### config.mk
export PLATFORM = sky130hd
export DESIGN_NAME = disp_src_sched
export DESIGN_NICKNAME = d
export VERILOG_FILES = /design/src/rtl/disp_pkg.sv /design/src/rtl/disp_src_sched_btn_debounce.sv /design/src/rtl/disp_src_sched.sv
export SDC_FILE = /design/constraint.sdc
export NUM_CORES = 1
export LEC_CHECK = 0
export BUFFER_PORTS_ARGS = -buffer_cell sky130_fd_sc_hd__buf_4
export CORE_UTILIZATION = 50
export CTS_CLUSTER_DIAMETER = 80
export CTS_CLUSTER_SIZE = 40
export DETAILED_ROUTE_END_ITERATION = 8
export PLACE_DENSITY = 0.78
export SYNTH_ARGS = -nofsm -noshare
export SYNTH_HDL_FRONTEND = slang
export SYNTH_SLANG_ARGS = --single-unit
### constraint.sdc
create_clock -name clk -period 8.4 [get_ports clk]
set_input_delay 1.26 -clock clk [delete_from_list [all_inputs] [get_ports clk]]
set_output_delay 1.26 -clock clk [all_outputs]
set_load 0.05 [all_outputs]
### src/rtl/disp_pkg.sv
// disp_pkg
// Shared definitions for the display source scheduler.
//   DISP_W       - width of one display word (eight hex digits)
//   disp_state_t - scheduler operating mode
package disp_pkg;

  localparam int DISP_W = 32;

  typedef enum logic [1:0] {
    MANUAL = 2'd0,
    AUTO   = 2'd1,
    FROZEN = 2'd2
  } disp_state_t;

endpackage

### src/rtl/disp_src_sched_btn_debounce.sv
// btn_debounce
// Two-flop synchronisers for the push button and the mode switches, plus a
// stability counter on the button that emits a one-cycle pulse on a
// debounced press. Release produces no pulse.
// Ports:
//   clk, rst_n  - system clock, async active-low reset
//   btn_raw     - raw asynchronous push button, active-high
//   sw_raw      - raw asynchronous switches (synchronised only)
//   sw_sync     - synchronised switches
//   step        - one-cycle pulse on a debounced 0->1 of the button
module btn_debounce #(
  parameter int unsigned DEBOUNCE_CYCLES = 1_000_000,
  parameter int unsigned N_SW            = 2
) (
  input  logic            clk,
  input  logic            rst_n,
  input  logic            btn_raw,
  input  logic [N_SW-1:0] sw_raw,
  output logic [N_SW-1:0] sw_sync,
  output logic            step
);

  localparam int unsigned CW = $clog2(DEBOUNCE_CYCLES + 1);
  localparam logic [CW-1:0] DB_LAST = CW'(DEBOUNCE_CYCLES - 1);

  // Bit N_SW carries the button, the low bits carry the switches.
  logic [N_SW:0] sync_meta;
  logic [N_SW:0] sync_q;
  logic          btn_sync;
  logic [CW-1:0] db_cnt;
  logic          db_lvl;

  always_ff @(posedge clk or negedge rst_n) begin
    if (!rst_n) begin
      sync_meta <= '0;
      sync_q    <= '0;
    end else begin
      sync_meta <= {btn_raw, sw_raw};
      sync_q    <= sync_meta;
    end
  end

  assign sw_sync  = sync_q[N_SW-1:0];
  assign btn_sync = sync_q[N_SW];

  // The counter only runs while the input disagrees with the accepted level;
  // any bounce back to the accepted level restarts the qualification window.
  always_ff @(posedge clk or negedge rst_n) begin
    if (!rst_n) begin
      db_cnt <= '0;
      db_lvl <= 1'b0;
      step   <= 1'b0;
    end else begin
      step <= 1'b0;
      if (btn_sync == db_lvl) begin
        db_cnt <= '0;
      end else if (db_cnt == DB_LAST) begin
        db_cnt <= '0;
        db_lvl <= btn_sync;
        step   <= btn_sync;
      end else begin
        db_cnt <= db_cnt + 1'b1;
      end
    end
  end

endmodule

### src/rtl/disp_src_sched.sv
// disp_src_sched
// Time-shares the 8-digit display among N_SRC 32-bit requesters. Pages
// advance on a dwell timer (AUTO), on a debounced button (MANUAL), or are
// held (FROZEN). Tracks which hidden sources have fresh data.
// Ports:
//   clk, rst_n  - system clock, async active-low reset
//   src_data    - source k at [32k+31:32k]
//   src_valid   - per-source fresh-word pulse
//   btn_next    - raw page-step push button
//   sw_auto     - raw switch, 1 = auto-rotate
//   sw_freeze   - raw switch, 1 = freeze (overrides sw_auto)
//   disp_data   - registered word to the display driver
//   page        - index of the shown source
//   page_led    - one-hot copy of page
//   new_flags   - bit k: source k updated and not yet shown
//
// state  | meaning
// MANUAL | page steps only on a debounced button press
// AUTO   | page steps on dwell expiry or button press
// FROZEN | page and display word held; new_flags still collected
module disp_src_sched
  import disp_pkg::*;
#(
  parameter int unsigned N_SRC           = 4,
  parameter int unsigned DWELL_CYCLES    = 50_000_000,
  parameter int unsigned DEBOUNCE_CYCLES = 1_000_000,
  parameter int unsigned PW              = $clog2(N_SRC)
) (
  input  logic                    clk,
  input  logic                    rst_n,
  input  logic [N_SRC*DISP_W-1:0] src_data,
  input  logic [N_SRC-1:0]        src_valid,
  input  logic                    btn_next,
  input  logic                    sw_auto,
  input  logic                    sw_freeze,
  output logic [DISP_W-1:0]       disp_data,
  output logic [PW-1:0]           page,
  output logic [N_SRC-1:0]        page_led,
  output logic [N_SRC-1:0]        new_flags
);

  localparam int unsigned DWW = $clog2(DWELL_CYCLES + 1);
  localparam logic [DWW-1:0] DW_LAST = DWW'(DWELL_CYCLES - 1);
  localparam logic [PW-1:0]  PG_LAST = PW'(N_SRC - 1);

  disp_state_t        state, state_nx;
  logic [1:0]         sw_sync;
  logic               sw_auto_s;
  logic               sw_freeze_s;
  logic               step;
  logic [DWW-1:0]     dw_cnt;
  logic               dw_done;
  logic               advance;
  logic [PW-1:0]      page_nx;
  logic [N_SRC-1:0]   flags_nx;
  logic [DISP_W-1:0]  src_w [N_SRC];

  btn_debounce #(
    .DEBOUNCE_CYCLES (DEBOUNCE_CYCLES),
    .N_SW            (2)
  ) u_btn_debounce (
    .clk     (clk),
    .rst_n   (rst_n),
    .btn_raw (btn_next),
    .sw_raw  ({sw_freeze, sw_auto}),
    .sw_sync (sw_sync),
    .step    (step)
  );

  assign sw_auto_s   = sw_sync[0];
  assign sw_freeze_s = sw_sync[1];

  always_comb begin
    for (int k = 0; k < N_SRC; k++) begin
      src_w[k] = src_data[k*DISP_W +: DISP_W];
    end
  end

  always_ff @(posedge clk or negedge rst_n) begin
    if (!rst_n) state <= MANUAL;
    else        state <= state_nx;
  end

  // A coincident step and dwell expiry collapse into one advance.
  always_comb begin
    state_nx = MANUAL;
    dw_done  = 1'b0;
    advance  = 1'b0;
    page_nx  = (page == PG_LAST) ? '0 : page + 1'b1;
    if (sw_freeze_s)    state_nx = FROZEN;
    else if (sw_auto_s) state_nx = AUTO;
    dw_done = (state == AUTO) && (dw_cnt == DW_LAST);
    advance = (state != FROZEN) && (step || dw_done);
  end

  // Held at zero outside AUTO so every entry into AUTO starts a full dwell.
  always_ff @(posedge clk or negedge rst_n) begin
    if (!rst_n)                         dw_cnt <= '0;
    else if (state != AUTO || advance)  dw_cnt <= '0;
    else                                dw_cnt <= dw_cnt + 1'b1;
  end

  // On an advance the new page's word is taken live in the same cycle.
  always_ff @(posedge clk or negedge rst_n) begin
    if (!rst_n) begin
      page      <= '0;
      page_led  <= N_SRC'(1);
      disp_data <= '0;
    end else if (advance) begin
      page      <= page_nx;
      page_led  <= N_SRC'(1) << page_nx;
      disp_data <= src_w[page_nx];
    end else if (state != FROZEN && src_valid[page]) begin
      disp_data <= src_w[page];
    end
  end

  // Clear is applied after set so an advance onto k wins over src_valid[k]:
  // that word is the one being loaded.
  always_comb begin
    flags_nx = new_flags;
    for (int k = 0; k < N_SRC; k++) begin
      if (src_valid[k] && (PW'(k) != page)) flags_nx[k] = 1'b1;
    end
    if (advance) flags_nx[page_nx] = 1'b0;
  end

  always_ff @(posedge clk or negedge rst_n) begin
    if (!rst_n) new_flags <= '0;
    else        new_flags <= flags_nx;
  end

endmodule

==> impl_metrics.json <==
{
  "cp_cell_sequence": "buf_4 -> inv_1 -> ha_1 -> buf_4 -> mux4_2 -> nand2_1 -> o21ai_0",
  "synth.top_cells.by_count": "97 x dfrtp_1, 64 x mux4_2, 56 x nand2_1",
  "crit_arrival_ns": 3.08,
  "io_buffers": 178,
  "postCtsSetupRepairBufs": 0,
  "dieArea_um2": 12500,
  "critPathMaxFanout": 39,
  "finalHoldViolations": 0,
  "dpl.cell_count": 808,
  "leakage_nw": 3.37,
  "vdd_ir_drop_max_mv": 0.108,
  "tightestPinTransition_ns": 1.04,
  "layoutNonFillerInstCount": 824,
  "path_delay_family": "buffers and inverters",
  "routedWlPerCell_um": 18.1,
  "min_period_ns": 2.87,
  "drt_pass1_iterations": 7,
  "synth_area_per_cell_um2": 11.7,
  "regArea_um2": 2450,
  "rsz0062_at_grt": "false",
  "clock_sinks": 98,
  "diodes": 0,
  "die_x_um": 112,
  "vias": 4855,
  "slew_headroom": 0.301,
  "maxSlewViolCount": 0,
  "yosys_most_used_dff": "dfrtp_1",
  "crit_top_cell": "buf_4",
  "critPathLaunchType": "flip-flop",
  "hold_class": "flip-flop to flip-flop",
  "yosysTopAreaCell": "dfrtp_1",
  "synth_xor_area_frac": 0.0598,
  "htreeDepth": 3,
  "grt_pass1_wl_um": 24400,
  "cpPeakStageDelay_ns": 0.70,
  "first_iter_violations": 378,
  "multi_input_area_um2": 3370,
  "fin_crit_sh": 0.341,
  "design.portCount": 179,
  "drcViolationCount": 2,
  "gp_congestion": 0.793,
  "required_ns": 8.61,
  "synth_top_area_share": 0.404,
  "p_seq_frac": 0.443,
  "syn_inst": 513,
  "fp-row-count": 39,
  "worstSkewPairLatency_ns": 0.34,
  "die_h_um": 112,
  "synthAdderAreaFrac": 0.0125,
  "drtAntennaViolNets": 0,
  "power_density_nw_per_um2": 151,
  "synth.most_common_cell": "dfrtp_1",
  "synth_simple_gate_area_share": 0.138,
  "area_delta_synth_final_pct": 28.5,
  "layout.nets": 819,
  "start_util": 0.520,
  "seq_area_frac_synth": 0.408,
  "clkPwrFrac": 0.335,
  "ys_ff_latch": 98,
  "grt-ovfl-total": 0,
  "synth.area.top_cells": "dfrtp_1 40%, mux4_2 24%, mux2i_1 5.7%",
  "fillers": 846,
  "coreArea_um2": 11600,
  "cts_resized": 0,
  "crit_slowest_cell": "ha_1",
  "p_int_mw": 0.827,
  "critPathKind": "flip-flop to flip-flop",
  "routed_wl_um": 14900,
  "yosysUniqueCellTypes": 41,
  "grt_usage": 0.251,
  "post-place-ws_ns": 5.45,
  "violations": "DRC",
  "power.total_mw": 1.16,
  "muxShareOfSynthArea": 0.306,
  "setup_ws_ns": 5.53,
  "grt_max_degree": 75,
  "synth_compound_area_frac": 0.0425,
  "async_flop_share": 1.00,
  "ys_warn_count": 0,
  "swShare": 0.289,
  "cts_tree": "done",
  "netlist_area_um2": 6010,
  "grt_antenna_before_repair": 0,
  "fin_skew_ns": 0.00849,
  "setup_tns_ns": 0,
  "synth_fp_nets": 656,
  "hpwl_um": 11300,
  "status": "finished with violations",
  "clk_path_buf_depth": 2,
  "drive_gt1_frac": 0.413,
  "clockRootBuffer": "clkbuf_16",
  "via_per_inst": 5.89,
  "max_freq_ghz": 0.349,
  "maxCapViolations": 0,
  "endpoint_kind": "flip-flop",
  "synth_edf_count": 0,
  "combPwrFrac": 0.221,
  "cts_hold_buf": 0,
  "p_switching_mw": 0.337,
  "path_clk_slew_ns": 0.07,
  "synth_top_family_by_area": "multiplexers",
  "cts_made_buffers": 9,
  "path_buf_inv": 3,
  "setup_viol": 0,
  "grt_pass1_vias": 5181
}
==> layer usage <==
metal  GRT usage  up-vias  wire length (µm)
li1            -     2203                 -
met5           0        -                 0
met2       0.443      195              7930
met3      0.0670       36               919
met1       0.281     2421              5650
met4       0.126        0               457
==> worst register-to-register path: cells and delay by family (launching register included) <==
kind / cells / cell delay (ns)
compound gates: 1 / 0.09
fa+ha+maj: 1 / 0.70
buf+inv: 3 / 1.16
flops: 1 / 0.34
mux: 1 / 0.36
simple gates: 1 / 0.09
==> path summary, 6_finish.rpt <==
check	start	to	slack, ns	cells after the start
worst max register to register	page[0]	disp_data[25]	5.53	7
worst max-delay path	page[0]	disp_data[25]	5.53	7
worst min-delay path	u_btn_debounce.sync_meta[1]	u_btn_debounce.sync_q[1]	0.35	0
worst min register to register	u_btn_debounce.sync_meta[1]	u_btn_debounce.sync_q[1]	0.35	0
max in group asynchronous	rst_n	u_btn_debounce.db_cnt[9]	6.37	2
min in group asynchronous	rst_n	page_led[1]	0.81	1
==> power by group through the flow <==
stage	clock network, mW	registers [mW]	logic [mW]
CTS	0.402	0.516	0.259
floorplan	0	0.602	0.0589
global route	0.421	0.519	0.272
global placement	0	0.523	0.251
finish	0.390	0.516	0.258
detailed placement	0	0.524	0.260
==> final cells by class <==
type,instances,share of cell area
multi-input combinational,371,0.437
sequential,98,0.318
timing repair buffer,185,0.180
clock buffer,13,0.0337
tap,143,0.0232
inverter,11,0.00535
clock inverter,3,0.00292
==> per-stage QoR <==
stage	instance area (µm²)	util	hold slack (ns)
floorplan	6010	-	0.331
global placement	7440	0.643	0.333
detailed placement	7440	0.643	0.346
CTS	7720	0.668	0.352
global route	7720	0.668	0.353
finish	7720	0.668	0.349
==> cell usage in the layout (no fill, tap or decap), drive strengths merged, types with 3 or more instances in the layout <==
cell type	instances
mux4	64
buf	185
mux2	5
nand2	56
xnor2	16
a21oi	10
xor2	25
nor2	54
and4	3
nor3	5
o21ai	36
nand3	15
and3	6
ha	6
nand4	12
clkbuf	13
mux2i	34
dfrtp	97
inv	12
nor4	6
==> flip-flops by register name, indices dropped and copies added, names as in the netlist, 2 cells and up <==
register / flops
disp_data: 32
dw_cnt: 26
u_btn_debounce.db_cnt: 20
new_flags: 4
page_led: 4
u_btn_debounce.sync_meta: 3
u_btn_debounce.sync_q: 3
page: 2
state: 2
==> logic make-up (layout without fill, tap and decap cells) <==
family | after synthesis | in the layout
buf+inv | 44 | 212
simple gates | 173 | 173
flops | 98 | 98
compound gates | 48 | 48
mux | 103 | 103
xor+xnor | 41 | 41
fa+ha+maj | 6 | 6
Power figures use the tool's default switching activity.
